==> src/rtl/csr_pkg.sv <==
// Shared definitions for the CSR access unit: Zicsr funct3 codes,
// read-modify-write operation codes, well-known CSR addresses and the
// access sequencer state type.
package csr_pkg;

  // Zicsr funct3 encodings (bit 2 selects the immediate form)
  localparam logic [2:0] CSR_RW  = 3'b001;
  localparam logic [2:0] CSR_RS  = 3'b010;
  localparam logic [2:0] CSR_RC  = 3'b011;
  localparam logic [2:0] CSR_RWI = 3'b101;
  localparam logic [2:0] CSR_RSI = 3'b110;
  localparam logic [2:0] CSR_RCI = 3'b111;

  // Low two funct3 bits select the read-modify-write operation
  localparam logic [1:0] OP_NONE = 2'b00;
  localparam logic [1:0] OP_RW   = 2'b01;
  localparam logic [1:0] OP_RS   = 2'b10;
  localparam logic [1:0] OP_RC   = 2'b11;

  // CSR addresses the unit and its neighbours care about
  localparam logic [11:0] CSR_CYCLE     = 12'hB00;
  localparam logic [11:0] CSR_CYCLEH    = 12'hB80;
  localparam logic [11:0] CSR_MVENDORID = 12'hF11;
  localparam logic [11:0] CSR_MARCHID   = 12'hF12;

  // Access sequencer states
  typedef enum logic [1:0] {
    ST_IDLE,
    ST_READ,
    ST_WRITE,
    ST_RESP
  } state_t;

endpackage

==> src/rtl/csr_alu.sv <==
// Combinational write-data generator for the read-modify-write sequence:
// plain write, bit set or bit clear of the old CSR value.
module csr_alu
  import csr_pkg::*;
#(
  parameter int XLEN = 32
) (
  input  logic [1:0]      op,
  input  logic [XLEN-1:0] old,
  input  logic [XLEN-1:0] src,
  output logic [XLEN-1:0] wdata
);

  // Select the new CSR value from the old value and the source operand
  always_comb begin
    wdata = '0;
    case (op)
      OP_RW:   wdata = src;
      OP_RS:   wdata = old | src;
      OP_RC:   wdata = old & ~src;
      default: wdata = '0;
    endcase
  end

endmodule

==> src/rtl/csr_unit.sv <==
// Initiator side of the CSR access port. Accepts one Zicsr instruction at a
// time, reads the CSR, optionally writes the modified value back, and returns
// the old value (or an illegal-access flag) to the consumer.
module csr_unit
  import csr_pkg::*;
#(
  parameter int XLEN = 32,
  parameter int AW   = 12
) (
  input  logic            clock,
  input  logic            reset,
  input  logic            req_valid,
  output logic            req_ready,
  input  logic [2:0]      req_funct3,
  input  logic [AW-1:0]   req_addr,
  input  logic [XLEN-1:0] req_rs1,
  input  logic [4:0]      req_src_idx,
  output logic            resp_valid,
  input  logic            resp_ready,
  output logic [XLEN-1:0] resp_rdata,
  output logic            resp_illegal,
  output logic            csr_wen,
  output logic [AW-1:0]   csr_addr,
  output logic [XLEN-1:0] csr_wdata,
  input  logic [XLEN-1:0] csr_rdata
);

  state_t          state;
  state_t          next_state;

  logic [1:0]      op_q;
  logic [AW-1:0]   addr_q;
  logic [XLEN-1:0] src_q;
  logic [4:0]      src_idx_q;
  logic [XLEN-1:0] old_q;
  logic            illegal_q;

  logic            do_write;
  logic            illegal;
  logic [XLEN-1:0] alu_wdata;
  logic [XLEN-1:0] src_sel;

  // Immediate forms use the rs1 field itself as a zero-extended operand
  assign src_sel = req_funct3[2] ? {{(XLEN-5){1'b0}}, req_src_idx} : req_rs1;

  // Set/clear with a zero source (x0 or uimm 0) must not write, so that
  // read-only CSRs can be read with CSRRS/CSRRC without trapping
  assign do_write = (op_q == OP_RW) || (src_idx_q != 5'd0);
  assign illegal  = (op_q == OP_NONE) ||
                    (do_write && (addr_q[AW-1:AW-2] == 2'b11));

  // The address tracks the latched request so it holds its last value in IDLE
  assign csr_addr = addr_q;

  csr_alu #(
    .XLEN(XLEN)
  ) u_alu (
    .op   (op_q),
    .old  (old_q),
    .src  (src_q),
    .wdata(alu_wdata)
  );

  // State register; reset abandons any in-flight access immediately
  always_ff @(posedge clock or posedge reset) begin
    if (reset) begin
      state <= ST_IDLE;
    end else begin
      state <= next_state;
    end
  end

  // Latch the request on accept and capture the old value and legality in READ
  always_ff @(posedge clock or posedge reset) begin
    if (reset) begin
      op_q      <= OP_NONE;
      addr_q    <= '0;
      src_q     <= '0;
      src_idx_q <= '0;
      old_q     <= '0;
      illegal_q <= 1'b0;
    end else begin
      case (state)
        ST_IDLE: begin
          if (req_valid) begin
            op_q      <= req_funct3[1:0];
            addr_q    <= req_addr;
            src_q     <= src_sel;
            src_idx_q <= req_src_idx;
          end
        end
        ST_READ: begin
          old_q     <= csr_rdata;
          illegal_q <= illegal;
        end
        default: begin
        end
      endcase
    end
  end

  // Next-state and output decode; all outputs are pure functions of registers
  always_comb begin
    next_state   = state;
    req_ready    = 1'b0;
    resp_valid   = 1'b0;
    resp_rdata   = '0;
    resp_illegal = 1'b0;
    csr_wen      = 1'b0;
    csr_wdata    = '0;
    case (state)
      ST_IDLE: begin
        req_ready = 1'b1;
        if (req_valid) begin
          next_state = ST_READ;
        end
      end
      ST_READ: begin
        if (illegal || !do_write) begin
          next_state = ST_RESP;
        end else begin
          next_state = ST_WRITE;
        end
      end
      ST_WRITE: begin
        csr_wen    = 1'b1;
        csr_wdata  = alu_wdata;
        next_state = ST_RESP;
      end
      ST_RESP: begin
        resp_valid   = 1'b1;
        resp_illegal = illegal_q;
        resp_rdata   = illegal_q ? '0 : old_q;
        if (resp_ready) begin
          next_state = ST_IDLE;
        end
      end
      default: begin
        next_state = ST_IDLE;
      end
    endcase
  end

endmodule

==> config.mk <==
export PLATFORM = sky130hd
export DESIGN_NAME = csr_unit
export DESIGN_NICKNAME = d
export VERILOG_FILES = /design/src/rtl/csr_pkg.sv /design/src/rtl/csr_alu.sv /design/src/rtl/csr_unit.sv
export SDC_FILE = /design/constraint.sdc
export NUM_CORES = 1
export LEC_CHECK = 0
export ABC_CLOCK_PERIOD_IN_PS = 4830
export CAP_MARGIN = 20
export CORE_UTILIZATION = 31
export DETAILED_ROUTE_END_ITERATION = 16
export HOLD_SLACK_MARGIN = 0.06
export SYNTH_ARGS = -nofsm -noshare
export SYNTH_HDL_FRONTEND = slang
export SYNTH_SLANG_ARGS = --single-unit
export TNS_END_PERCENT = 20
==> constraint.sdc <==
create_clock -name clock -period 4.83 [get_ports clock]
set_clock_uncertainty 0.05 [all_clocks]
set_input_delay 0.483 -clock clock [delete_from_list [all_inputs] [get_ports clock]]
set_output_delay 0.483 -clock clock [all_outputs]
set_load 0.02 [all_outputs]
==> flow_metrics.py, run 1 <==
metrics = {
    "run_status": {
        "run_status": "finished clean",
    },
    "floorplan": {
        "io-pin-count": 168,
        "floorplan.core_area_mm2": 0.0140,
        "core.rowCount": 43,
        "dieHeight_um": 122,
        "fp.dieArea_mm2": 0.0149,
        "floorplan.initialDensity_pct": 31.9,
        "die-width_um": 122,
    },
    "cts": {
        "cts_inserted_buffers": 9,
        "post-cts-setup-buffer-count": 0,
        "clock_latency_ns": 0.34,
        "tritoncts_clock_tree": "yes",
        "ctsHtreeMaxLevel": 3,
        "hold_buffers": 0,
        "post_cts_resized": 0,
        "cts_buffer_depth": 2,
        "clk_pin_slew_worst_paths_ns": 0.07,
        "cts_root_buf": "sky130_fd_sc_hd__clkbuf_16",
        "cts.sinks": 86,
    },
    "setup_path": {
        "timing.setup.critical_path_class": "reg2out",
        "regToRegEndpoint": "op_q[1]",
        "critical_path_depth": 5,
        "reg2reg_from": "state[0]",
        "worst_setup_path_endpoint": "csr_wdata[6]",
        "timing.critical_path.slowest_cell_delay_ns": 0.98,
        "critical-path-top-delay-family": "flip-flops",
        "critical_path_peak_fanout": 53,
        "timing.critical_path.cells": "xor2_1 -> buf_6 -> nand2_1 -> a21boi_0 -> clkdlybuf4s50_1",
        "worst_ep_arrival_time_ns": 3.06,
        "timing.critical_path.buf_inv": 2,
        "r2r_setup_slack_ns": 2.37,
        "worstPathRequired_ns": 4.30,
        "worstSetupEndpointType": "primary output",
        "cell_with_the_biggest_individual_delay_on_the_critical_path": "sky130_fd_sc_hd__dfrtp_2",
        "worst_setup_path_startpoint": "op_q[1]",
        "critPathLaunchType": "register",
        "timing.reg2reg.worst_path_depth": 5,
    },
    "synth": {
        "mappedNetlistArea_mm2": 0.00447,
        "postSynthNetCount": 528,
        "most_used_flip_flop_cell_after_synthesis": "sky130_fd_sc_hd__dfrtp_1",
        "synthesis.area_per_instance_um2": 10.2,
        "synthDistinctLibCells": 27,
        "number_of_synthesized_flops_with_an_enable_pin": 0,
        "synth.yosys.seq_area_share_pct": 48.2,
        "yosysWarningCount": 0,
        "post_synth_inst_count": 436,
        "ys_seq_elements": 86,
        "synthArstFlopShare_pct": 100,
    },
    "finish": {
        "insertedDiodeCount": 0,
        "final_cell_mix": "sky130_fd_sc_hd__clkdlybuf4s50_1, sky130_fd_sc_hd__dfrtp_1, sky130_fd_sc_hd__nand2_1, sky130_fd_sc_hd__mux2_2, sky130_fd_sc_hd__o21ai_0",
        "final_net_count": 681,
        "final_layout_size_suffix_gt1_share_pct": 13.5,
        "leading_cell_type_in_the_layout_fill_and_taps_excluded": "sky130_fd_sc_hd__clkdlybuf4s50_1",
        "flow.area_growth_from_synthesis_pct": 48.4,
        "postLayoutCellArea_mm2": 0.00663,
        "layout.core_utilization_pct": 47.4,
    },
    "grt": {
        "grt_first_pass_wirelength_um": 19100,
        "gr_usage_total_pct": 16.7,
        "grt_max_degree": 64,
        "antenna_found_initial": 0,
        "first_global_vias": 3765,
        "globalRouteOverflowTotal": 0,
    },
    "route": {
        "dr.pass1.iters": 4,
        "remaining_drc_errors": 0,
        "detail_route.wl_per_cell_um": 15.3,
        "wl_met1_um": 5440,
        "dr_vias": 3664,
        "top_layer": "met4",
        "route.antenna.remaining_nets": 0,
        "wl_met3_um": 663,
        "viasPerCell": 4.73,
        "first_iter_violations": 114,
        "met2RoutedLength_um": 5610,
        "finalWirelength_um": 11800,
    },
    "sta": {
        "grt_setup_unrepaired": "no",
        "fmax_ghz": 0.278,
        "slew_at_the_pin_with_the_worst_max_slew_slack_ns": 0.947,
        "setup_total_neg_slack_ns": 0,
        "setup_viol": 0,
        "maxSlewViolCount": 0,
        "min_period_over_period_pct": 74.5,
        "slew_headroom_pct": 36.9,
        "final-hold-violation-count": 0,
        "period_minus_slack_ns": 3.60,
    },
    "place": {
        "place_area_mm2": 0.00629,
        "gp_routability_congestion": 0.745,
        "detailedPlacementHpwl_um": 8530,
        "numPortBuffers": 167,
    },
    "pwr": {
        "leakage_uw": 0.00279,
        "p_per_area_mw_per_mm2": 615,
        "vdd_ir_drop_max_uv": 247,
    },
    "min_path": {
        "hold_path_class": "reg2reg",
    },
    "run": {
        "drv_cap": 0,
    },
}
==> state kept, by name, summed over array words and instances (netlist names) <==
signal and flops:
illegal_q 1, csr_addr 12, state 2, src_idx_q 5
op_q 2, src_q 32, old_q 32
==> tightest hold or removal path, cell delays in order (launching register included) <==
cell and delay (ns):
sky130_fd_sc_hd__dfrtp_1 0.36, sky130_fd_sc_hd__nand2_1 0.05, sky130_fd_sc_hd__o21ai_0 0.06
==> cells by family (layout without fill, tap and decap cells) <==
kind of cell / after synthesis / in the layout / share of synthesized area (%)
AND/OR/NAND/NOR: 165 / 165 / 19.0
adder cells (fa/ha/maj): 4 / 4 / 1.12
multiplexers: 57 / 57 / 14.2
XOR/XNOR: 1 / 1 / 0.196
AO/OA/AOI/OAI: 89 / 89 / 14.1
flip-flops: 86 / 86 / 48.2
buffers and inverters: 34 / 192 / 3.14
==> worst min-delay path by stage <==
stage                     start     endpoint  slack, ns  cells past startpoint
finish                 src_q[7]     src_q[7]       0.46                      2
global route        csr_addr[4]  csr_addr[4]       0.48                      1
global placement    csr_addr[8]  csr_addr[8]       0.44                      1
CTS                   src_q[20]    src_q[20]       0.46                      2
detailed placement    src_q[20]    src_q[20]       0.45                      2
floorplan              src_q[0]     src_q[0]       0.41                      2
==> cells in the mapped netlist (all sizes together) (12+ instances only) <==
master,instances,area (µm²)
a21boi,16,120
and2,33,206
buf,12,57.6
clkbuf,19,71.3
dfrtp,86,2150
mux2,52,586
nand2,65,244
nand2b,27,169
nand3b,15,113
nor2,17,63.8
o211a,16,160
o21a,16,120
o21ai,35,175
==> final cells by class <==
| cell class | count | area [µm²] |
|---|---|---|
| sequential | 86 | 2150 |
| inverter | 3 | 13.8 |
| clock inverter | 7 | 81.3 |
| tap | 180 | 225 |
| multi-input combinational | 316 | 2180 |
| timing repair buffer | 173 | 1750 |
| clock buffer | 9 | 225 |
| fill | 1335 | 7360 |
==> metrics by stage <==
step / setup WS [ns] / power, µW / hold slack (ns) / cells
detailed placement: 1.53 / 3420 / 0.448 / 757
global placement: 1.36 / 3330 / 0.438 / 755
CTS: 1.14 / 4140 / 0.463 / 773
global route: 0.897 / 4390 / 0.481 / 774
finish: 1.23 / 4080 / 0.456 / 774
floorplan: 2.08 / 2590 / 0.413 / 436
==> metal layers <==
metal  global-route usage (%)  vias to the layer above
li1                         -                     1799
met2                     27.6                      102
met3                     3.89                        8
met4                     5.09                        0
met1                     21.6                     1755
met5                        0                        -
==> power by group <==
part	switching, µW	internal [µW]
clock network	297	408
logic	907	1030
registers	357	1080
total	1560	2520
Note: power is estimated with default switching activity, not from simulation.
==> run 2: changes to the inputs <==
--- a/config.mk
+++ b/config.mk
@@ -5,7 +5,7 @@
 export SDC_FILE = /design/constraint.sdc
 export NUM_CORES = 1
 export LEC_CHECK = 0
-export ABC_CLOCK_PERIOD_IN_PS = 4830
+export ABC_CLOCK_PERIOD_IN_PS = 3010
 export CAP_MARGIN = 20
 export CORE_UTILIZATION = 31
 export DETAILED_ROUTE_END_ITERATION = 16
==> constraint.sdc (replaced) <==
create_clock -name clock -period 3.01 [get_ports clock]
set_clock_uncertainty 0.05 [all_clocks]
set_input_delay 0.301 -clock clock [delete_from_list [all_inputs] [get_ports clock]]
set_output_delay 0.301 -clock clock [all_outputs]
set_load 0.02 [all_outputs]
==> flow_metrics.py, run 2 (synthesis results as in run 1) <==
metrics = {
    "pwr": {
        "seq_power_share_pct": 32.5,
        "total_power_uw": 6780,
        "switching_power_summed_over_all_nets_uw": 2500,
        "p_per_area_mw_per_mm2": 1010,
        "power_report.internal_total_uw": 4280,
        "p_sw_share_pct": 36.8,
        "leakage_uw": 0.00285,
        "power.share.combinational_pct": 48.6,
        "power.clock.fraction_pct": 19.0,
        "vdd_ir_drop_max_uv": 421,
    },
    "place": {
        "detailedPlacementHpwl_um": 9030,
        "number_of_instances_in_the_placed_design": 768,
        "numPortBuffers": 167,
        "place_area_mm2": 0.00638,
        "gp_routability_congestion": 0.763,
    },
    "min_path": {
        "hold_path_class": "in2async",
    },
    "floorplan": {
        "io-pin-count": 168,
        "floorplan.initialDensity_pct": 31.9,
        "die-width_um": 122,
        "dieHeight_um": 122,
        "floorplan.core_area_mm2": 0.0140,
        "fp.dieArea_mm2": 0.0149,
        "core.rowCount": 43,
    },
    "route": {
        "first_iter_violations": 156,
        "met2RoutedLength_um": 5690,
        "dr_vias": 3688,
        "route.antenna.remaining_nets": 0,
        "top_layer": "met4",
        "viasPerCell": 4.70,
        "dr.pass1.iters": 4,
        "wl_met3_um": 749,
        "finalWirelength_um": 12100,
        "detail_route.wl_per_cell_um": 15.4,
        "wl_met1_um": 5400,
        "remaining_drc_errors": 0,
    },
    "finish": {
        "multiInputGateArea_mm2": 0.00218,
        "insertedDiodeCount": 0,
        "fill_cells": 1296,
        "sequential_cell_area_mm2": 0.00215,
        "leading_cell_type_in_the_layout_fill_and_taps_excluded": "sky130_fd_sc_hd__clkdlybuf4s50_1",
        "flow.area_growth_from_synthesis_pct": 50.7,
        "final_cell_mix": "sky130_fd_sc_hd__clkdlybuf4s50_1, sky130_fd_sc_hd__dfrtp_1, sky130_fd_sc_hd__nand2_1, sky130_fd_sc_hd__mux2_2, sky130_fd_sc_hd__o21ai_0",
        "postLayoutCellArea_mm2": 0.00673,
        "fin_cells": 784,
        "final_net_count": 691,
        "final_layout_size_suffix_gt1_share_pct": 14.9,
    },
    "cts": {
        "tritoncts_clock_tree": "yes",
        "ctsHtreeMaxLevel": 3,
        "cts.sinks": 86,
        "cts_buffer_depth": 2,
        "clk_pin_slew_worst_paths_ns": 0.06,
        "post-cts-setup-buffer-count": 0,
        "clock_latency_ns": 0.34,
        "cts_inserted_buffers": 9,
        "cts_root_buf": "sky130_fd_sc_hd__clkbuf_16",
    },
    "setup_path": {
        "timing.setup.critical_path_class": "reg2out",
        "worstSetupEndpointType": "primary output",
        "critPathLaunchType": "register",
        "worst_ep_arrival_time_ns": 2.40,
        "critical_path_peak_fanout": 16,
        "r2r_setup_slack_ns": 1.08,
        "worstPathRequired_ns": 2.66,
    },
    "grt": {
        "antenna_found_initial": 0,
        "grt_first_pass_wirelength_um": 19100,
        "gr_usage_total_pct": 16.9,
        "globalRouteOverflowTotal": 0,
        "first_global_vias": 3687,
        "grt_max_degree": 50,
    },
    "run": {
        "drv_cap": 0,
    },
    "sta": {
        "final-hold-violation-count": 0,
        "slew_headroom_pct": 38.8,
        "maxSlewViolCount": 0,
        "slew_at_the_pin_with_the_worst_max_slew_slack_ns": 0.918,
        "min_period_over_period_pct": 91.4,
        "fmax_ghz": 0.363,
        "setup_viol": 0,
        "period_minus_slack_ns": 2.75,
        "setup_total_neg_slack_ns": 0,
        "grt_setup_unrepaired": "no",
    },
    "run_status": {
        "run_status": "finished clean",
    },
}
run 2: through the flow:
stage               utilization, %  setup slack [ns]  hold slack (ns)
floorplan                        -             0.437            0.399
global placement              45.6             0.574            0.434
detailed placement            45.6             0.446            0.442
CTS                           48.1            0.0753            0.395
global route                  48.1            0.0708            0.432
finish                        48.1             0.258            0.342
run 2: timing repair:
item,4_1_cts,5_1_grt
gates resized for setup,0,1
setup endpoints to repair,0,6
hold buffers,0,0
run 2: area by class of cell:
type                    count  share of cell area [%]
multi-input cells         316                    32.5
flip-flops and latches     86                    32.0
repair buffers            183                    26.8
clock buffers              11                    3.61
well taps                 180                    3.35
clock inverters             5                    1.58
inverters                   3                   0.204
run 2: path summary, 6_finish.rpt:
path | start | end | cells past startpoint
min in group clock | src_q[4] | src_q[4] | 2
setup reg to reg | state[0] | src_q[27] | 6
hold reg to reg | src_q[4] | src_q[4] | 2
setup / recovery | state[0] | resp_rdata[31] | 5
max in group asynchronous | reset | src_q[11] | 3
hold / removal | reset | old_q[19] | 2
run 2: power groups by stage:
stage	registers, µW	clock network (µW)	logic (µW)
after floorplan	2150	0	2020
after global placement	2190	0	3270
after detailed placement	2220	0	3330
after CTS	2200	1320	3340
after global routing	2290	1370	3600
final	2200	1290	3290
run 2: worst max-delay path, stage by stage, from the launching register on:
cell	delay, ns
sky130_fd_sc_hd__dfrtp_1	0.44
sky130_fd_sc_hd__ha_1	0.24
sky130_fd_sc_hd__nor2b_2	0.31
sky130_fd_sc_hd__buf_4	0.27
sky130_fd_sc_hd__and2_1	0.19
sky130_fd_sc_hd__clkdlybuf4s50_1	0.61
run 2: routing by layer:
metal  vias up  global-route usage [%]
li1       1815                       -
met1      1743                    21.4
met2       113                    27.4
met3        17                    4.07
met4         0                    6.94
met5         -                       0
==> run 3: changes to the inputs <==
--- a/config.mk
+++ b/config.mk
@@ -6,7 +6,8 @@
 export NUM_CORES = 1
 export LEC_CHECK = 0
 export ABC_CLOCK_PERIOD_IN_PS = 3010
-export CAP_MARGIN = 20
+export CAP_MARGIN = 30
+export CORE_ASPECT_RATIO = 2
 export CORE_UTILIZATION = 31
 export DETAILED_ROUTE_END_ITERATION = 16
 export HOLD_SLACK_MARGIN = 0.06
==> flow_metrics.py, run 3 (synthesis results as in run 1) <==
metrics = {
    "run_status": {
        "run_status": "finished clean",
    },
    "cts": {
        "cts_root_buf": "sky130_fd_sc_hd__clkbuf_16",
        "post-cts-setup-buffer-count": 0,
        "tritoncts_clock_tree": "yes",
        "cts.sinks": 86,
        "cts_inserted_buffers": 9,
        "ctsHtreeMaxLevel": 3,
        "clock_latency_ns": 0.33,
        "cts_buffer_depth": 2,
        "clk_pin_slew_worst_paths_ns": 0.07,
    },
    "finish": {
        "final_layout_size_suffix_gt1_share_pct": 14.5,
        "postLayoutCellArea_mm2": 0.00666,
        "leading_cell_type_in_the_layout_fill_and_taps_excluded": "sky130_fd_sc_hd__clkdlybuf4s50_1",
        "final_net_count": 687,
        "final_cell_mix": "sky130_fd_sc_hd__clkdlybuf4s50_1, sky130_fd_sc_hd__dfrtp_1, sky130_fd_sc_hd__nand2_1, sky130_fd_sc_hd__mux2_2, sky130_fd_sc_hd__o21ai_0",
        "fin_cells": 790,
        "flow.area_growth_from_synthesis_pct": 49.2,
    },
    "pwr": {
        "seq_power_share_pct": 33.9,
        "leakage_uw": 0.00280,
        "power.share.combinational_pct": 49.9,
        "power_report.internal_total_uw": 4030,
        "vdd_ir_drop_max_uv": 413,
        "p_sw_share_pct": 38.4,
        "p_per_area_mw_per_mm2": 984,
        "switching_power_summed_over_all_nets_uw": 2520,
        "power.clock.fraction_pct": 16.2,
    },
    "setup_path": {
        "worstSetupEndpointType": "primary output",
        "timing.critical_path.slowest_cell_delay_ns": 0.60,
        "worst_ep_arrival_time_ns": 2.38,
        "critPathLaunchType": "register",
        "timing.setup.critical_path_class": "reg2out",
        "cell_with_the_biggest_individual_delay_on_the_critical_path": "sky130_fd_sc_hd__clkdlybuf4s50_1",
        "timing.critical_path.cells": "inv_1 -> ha_2 -> buf_4 -> o21a_1 -> clkdlybuf4s50_1",
        "critical_path_peak_fanout": 18,
        "critical-path-top-delay-family": "buffers and inverters",
        "timing.critical_path.buf_inv": 3,
        "worstPathRequired_ns": 2.66,
    },
    "route": {
        "detail_route.wl_per_cell_um": 16.3,
        "finalWirelength_um": 12900,
        "dr.pass1.iters": 4,
        "dr_vias": 3745,
        "viasPerCell": 4.74,
        "route.antenna.remaining_nets": 0,
        "remaining_drc_errors": 0,
        "first_iter_violations": 163,
    },
    "sta": {
        "grt_setup_unrepaired": "no",
        "setup_viol": 0,
        "slew_at_the_pin_with_the_worst_max_slew_slack_ns": 0.724,
        "fin_hold_ws_ns": 0.315,
        "maxSlewViolCount": 0,
        "min_period_over_period_pct": 90.7,
        "period_minus_slack_ns": 2.73,
        "fmax_ghz": 0.366,
        "slew_headroom_pct": 51.6,
        "final-hold-violation-count": 0,
        "setup_total_neg_slack_ns": 0,
    },
    "grt": {
        "grt_first_pass_wirelength_um": 19800,
        "antenna_found_initial": 1,
        "grt_max_degree": 53,
        "gr_usage_total_pct": 17.8,
        "globalRouteOverflowTotal": 0,
        "first_global_vias": 3751,
    },
    "floorplan": {
        "die-width_um": 86.9,
        "dieHeight_um": 172,
        "core.rowCount": 61,
        "io-pin-count": 168,
        "floorplan.core_area_mm2": 0.0140,
        "floorplan.initialDensity_pct": 32.0,
        "fp.dieArea_mm2": 0.0149,
    },
    "place": {
        "number_of_instances_in_the_placed_design": 773,
        "place_area_mm2": 0.00637,
        "gp_routability_congestion": 0.784,
        "numPortBuffers": 167,
        "detailedPlacementHpwl_um": 9690,
    },
    "min_path": {
        "hold_path_class": "in2async",
    },
    "run": {
        "drv_cap": 0,
    },
}
[run 3: cell count changes in the layout (fill, tap and decap cells not counted)]
cell / previous run / this run
sky130_fd_sc_hd__diode_2: 0 / 1
sky130_fd_sc_hd__bufinv_16: 3 / 0
sky130_fd_sc_hd__clkinv_2: 0 / 3
sky130_fd_sc_hd__inv_4: 1 / 0
sky130_fd_sc_hd__clkinvlp_4: 1 / 2
sky130_fd_sc_hd__clkbuf_8: 1 / 2
sky130_fd_sc_hd__clkbuf_1: 1 / 0
sky130_fd_sc_hd__buf_4: 15 / 10
sky130_fd_sc_hd__buf_12: 1 / 2
[run 3: final timing paths]
path | start | slack, ns | cells past startpoint | end
min reg2reg | src_q[14] | 0.45 | 2 | src_q[14]
min | reset | 0.31 | 2 | old_q[23]
min in group clock | src_q[14] | 0.45 | 2 | src_q[14]
max in group asynchronous | reset | 1.90 | 3 | state[0]
max reg2reg | state[0] | 0.94 | 5 | csr_addr[6]
max | state[0] | 0.28 | 5 | csr_wdata[28]
[run 3: area by class of cell]
class	instances	area, µm²
antenna	1	2.50
clock buffer	11	253
clock inverter	5	33.8
fill	1309	7300
inverter	3	12.5
multi-input combinational	316	2180
sequential	86	2150
tap	189	236
timing repair buffer	179	1790
[run 3: timing repair]
action	CTS	global route
hold buffers	0	0
gates resized for setup	0	1
setup endpoints to repair	0	16
[run 3: per-layer routing]
| metal | GRT usage [%] | routed length, µm |
|---|---|---|
| met5 | 0 | 0 |
| met4 | 7.25 | 321 |
| met3 | 3.41 | 521 |
| met2 | 34.3 | 7450 |
| met1 | 18.3 | 4590 |
[run 3: worst register-to-register path: cells and delay by family, from the launching register on]
| family | cells | cell delay, ns |
|---|---|---|
| buffers and inverters | 2 | 0.40 |
| flip-flops | 1 | 0.43 |
| adder cells (fa/ha/maj) | 1 | 0.27 |
| AND/OR/NAND/NOR | 1 | 0.47 |
| multiplexers | 1 | 0.35 |
[run 3: per-stage QoR]
step / setup slack, ns / power [µW] / utilization, %
CTS: 0.0290 / 6640 / 47.7
global route: 0.160 / 6990 / 47.7
finish: 0.280 / 6550 / 47.7
detailed placement: 0.410 / 5550 / 45.6
floorplan: 0.437 / 4160 / -
global placement: 0.525 / 5460 / 45.6
[run 3: power by group through the flow]
stage	registers (µW)	logic [µW]	clock network, µW
after floorplan	2150	2020	0
after global placement	2220	3240	0
after detailed placement	2250	3300	0
after CTS	2230	3320	1100
after global routing	2320	3540	1130
final	2220	3270	1060
==> patch: new RTL, config.mk and constraints of run 1 <==
The 4 states of `state_t` get a one-hot encoding in 4 bits.
--- a/src/rtl/csr_pkg.sv
+++ b/src/rtl/csr_pkg.sv
@@ -24,11 +24,11 @@
   localparam logic [11:0] CSR_MARCHID   = 12'hF12;
 
   // Access sequencer states
-  typedef enum logic [1:0] {
-    ST_IDLE,
-    ST_READ,
-    ST_WRITE,
-    ST_RESP
+  typedef enum logic [3:0] {
+    ST_IDLE  = 4'b0001,
+    ST_READ  = 4'b0010,
+    ST_WRITE = 4'b0100,
+    ST_RESP  = 4'b1000
   } state_t;
 
 endpackage
Formal check against the unedited RTL: same outputs for any inputs over 10 cycles, from zero or initial values and one cycle with reset high; not proved beyond that.
==> patch against run 1 <==
- count of clock-buffer cells in the layout up 2
- area after synthesis up 2.2%
- sequential cell count up 2
- worst setup slack better by 0.16 ns
- total power down 15%
- hold slack worse by 0.018 ns
- design area up 1.5%
- global-route usage up 0.090 points
- critical path depth unchanged
- sequential share of layout area up 0.28 points
- non-clock buffer count up 2
- routed wire length up 4.5%
- synthesized cell count down 6.0%
- register-to-register slack worse by 0.15 ns
- critical path type unchanged
- highest routed layer unchanged
==> patch: results <==
set metrics [dict create \
    status "finished clean" \
    placed_cells 738 \
    h-tree-depth 3 \
    synth.top_cell.area_share_pct 47.7 \
    synthesis.nets 498 \
    layout.nets 657 \
    post_drt_wl_per_cell_um 16.4 \
    synthTopCellsByArea "dfrtp_1 48%, mux2_2 14%, and2_1 4.5%" \
    vias 3641 \
    yosys.area_share.adder_pct 0 \
    grt_pass1_vias 3715 \
    grt_max_degree 59 \
    drive_gt1_share_pct 20.4 \
    worstMarginPinSlew_ns 0.876 \
    yosysWarnings 0 \
    synth.area.mux_share_pct 21.2 \
    syn_avg_cell_area_um2 11.1 \
    dr.pass1.iters 6 \
    synthArstFlopShare_pct 100 \
    reg2reg_to "src_q[16]" \
    synth_xor_area_share_pct 0.192 \
    peakVddDrop_mv 0.300 \
    ys_types 34 \
    startpoint "op_q[1]" \
    rrSetupSlack_ns 2.22 \
    synth_common_cells "87 x dfrtp_1, 58 x mux2_2, 37 x a21oi_1" \
    initialDrtViolationCount 109 \
    ys_seq_area_share_pct 48.3 \
    worstRegToRegCells 4 \
    dp_hpwl_um 8730 \
    detailed_place.area_um2 6400 \
    endpoint "csr_wdata[15]" \
    grtUsageTotal_pct 16.8 \
    worst_hold_path_type "register to register" \
    clock-sinks 88 \
    synth_compound_area_share_pct 8.61 \
    critPathMaxFanout 51 \
    r2r_start "state[0]" \
    p_leak_nw 2.70 \
    critical_path_arrival_ns 2.90 \
    grt_pass1_wl_um 19200 \
    finalWeightedCongestion 0.750 \
    cts_buffers 9 \
    vias_per_cell 4.83 \
]
-- patch: cell types whose count changed after synthesis, sizes merged, moves of 24 or more --
cell / delta
nand2b: -26
o21ai: -32
nor2b: +24
a21oi: +37
mux2: +26
nand2: -30
-- patch: per-stage QoR --
stage | utilization (%) | setup WS [ns]
after floorplan | - | 2.02
after global placement | 45.3 | 1.42
after detailed placement | 45.4 | 1.69
after CTS | 47.7 | 1.32
after global routing | 47.7 | 1.15
final | 47.7 | 1.39
-- patch: per-layer routing --
metal	global-route usage, %	wire [µm]	up-vias
li1	-	-	1747
met1	21.6	5620	1754
met2	26.9	5630	128
met3	5.03	935	12
met4	5.87	172	0
met5	0	0	-
-- patch: worst max-delay path, cell delays in order, from the launching register on --
cell and delay [ns]:
dfrtp_2 0.94, xor2_1 0.56, buf_6 0.23, nand2_1 0.06, a21oi_1 0.13, clkdlybuf4s50_1 0.64
-- patch: logic make-up (layout without fill, tap and decap cells) --
family,Yosys count,count (layout)
mux,83,83
compound gates,66,66
simple gates,141,141
xor+xnor,1,1
buf+inv,31,195
flops,88,88
-- patch: worst min path at each step --
| stage | cells past startpoint | end | slack, ns | from |
|---|---|---|---|---|
| after global placement | 1 | src_idx_q[0] | 0.42 | src_idx_q[0] |
| after global routing | 1 | src_idx_q[3] | 0.46 | src_idx_q[3] |
| final | 1 | src_idx_q[0] | 0.44 | src_idx_q[0] |
| after detailed placement | 1 | src_idx_q[3] | 0.43 | src_idx_q[3] |
| after CTS | 1 | src_idx_q[3] | 0.44 | src_idx_q[3] |
| after floorplan | 1 | src_idx_q[3] | 0.41 | src_idx_q[3] |
-- patch: layout make-up --
class | instances | area, µm²
Tap cell | 180 | 225
Fill cell | 1280 | 7370
Timing Repair Buffer | 175 | 1730
Clock inverter | 5 | 78.8
Sequential cell | 88 | 2200
Multi-Input combinational cell | 291 | 2220
Inverter | 4 | 17.5
Clock buffer | 11 | 253
-- patch: power breakdown --
| group | switching [mW] | internal, mW | total (mW) | leakage [nW] |
|---|---|---|---|---|
| Sequential | 0.354 | 1.09 | 1.44 | 1.07 |
| Clock | 0.283 | 0.480 | 0.764 | 0.165 |
| Combinational | 0.544 | 0.730 | 1.27 | 1.46 |
| Total | 1.18 | 2.30 | 3.48 | 2.70 |
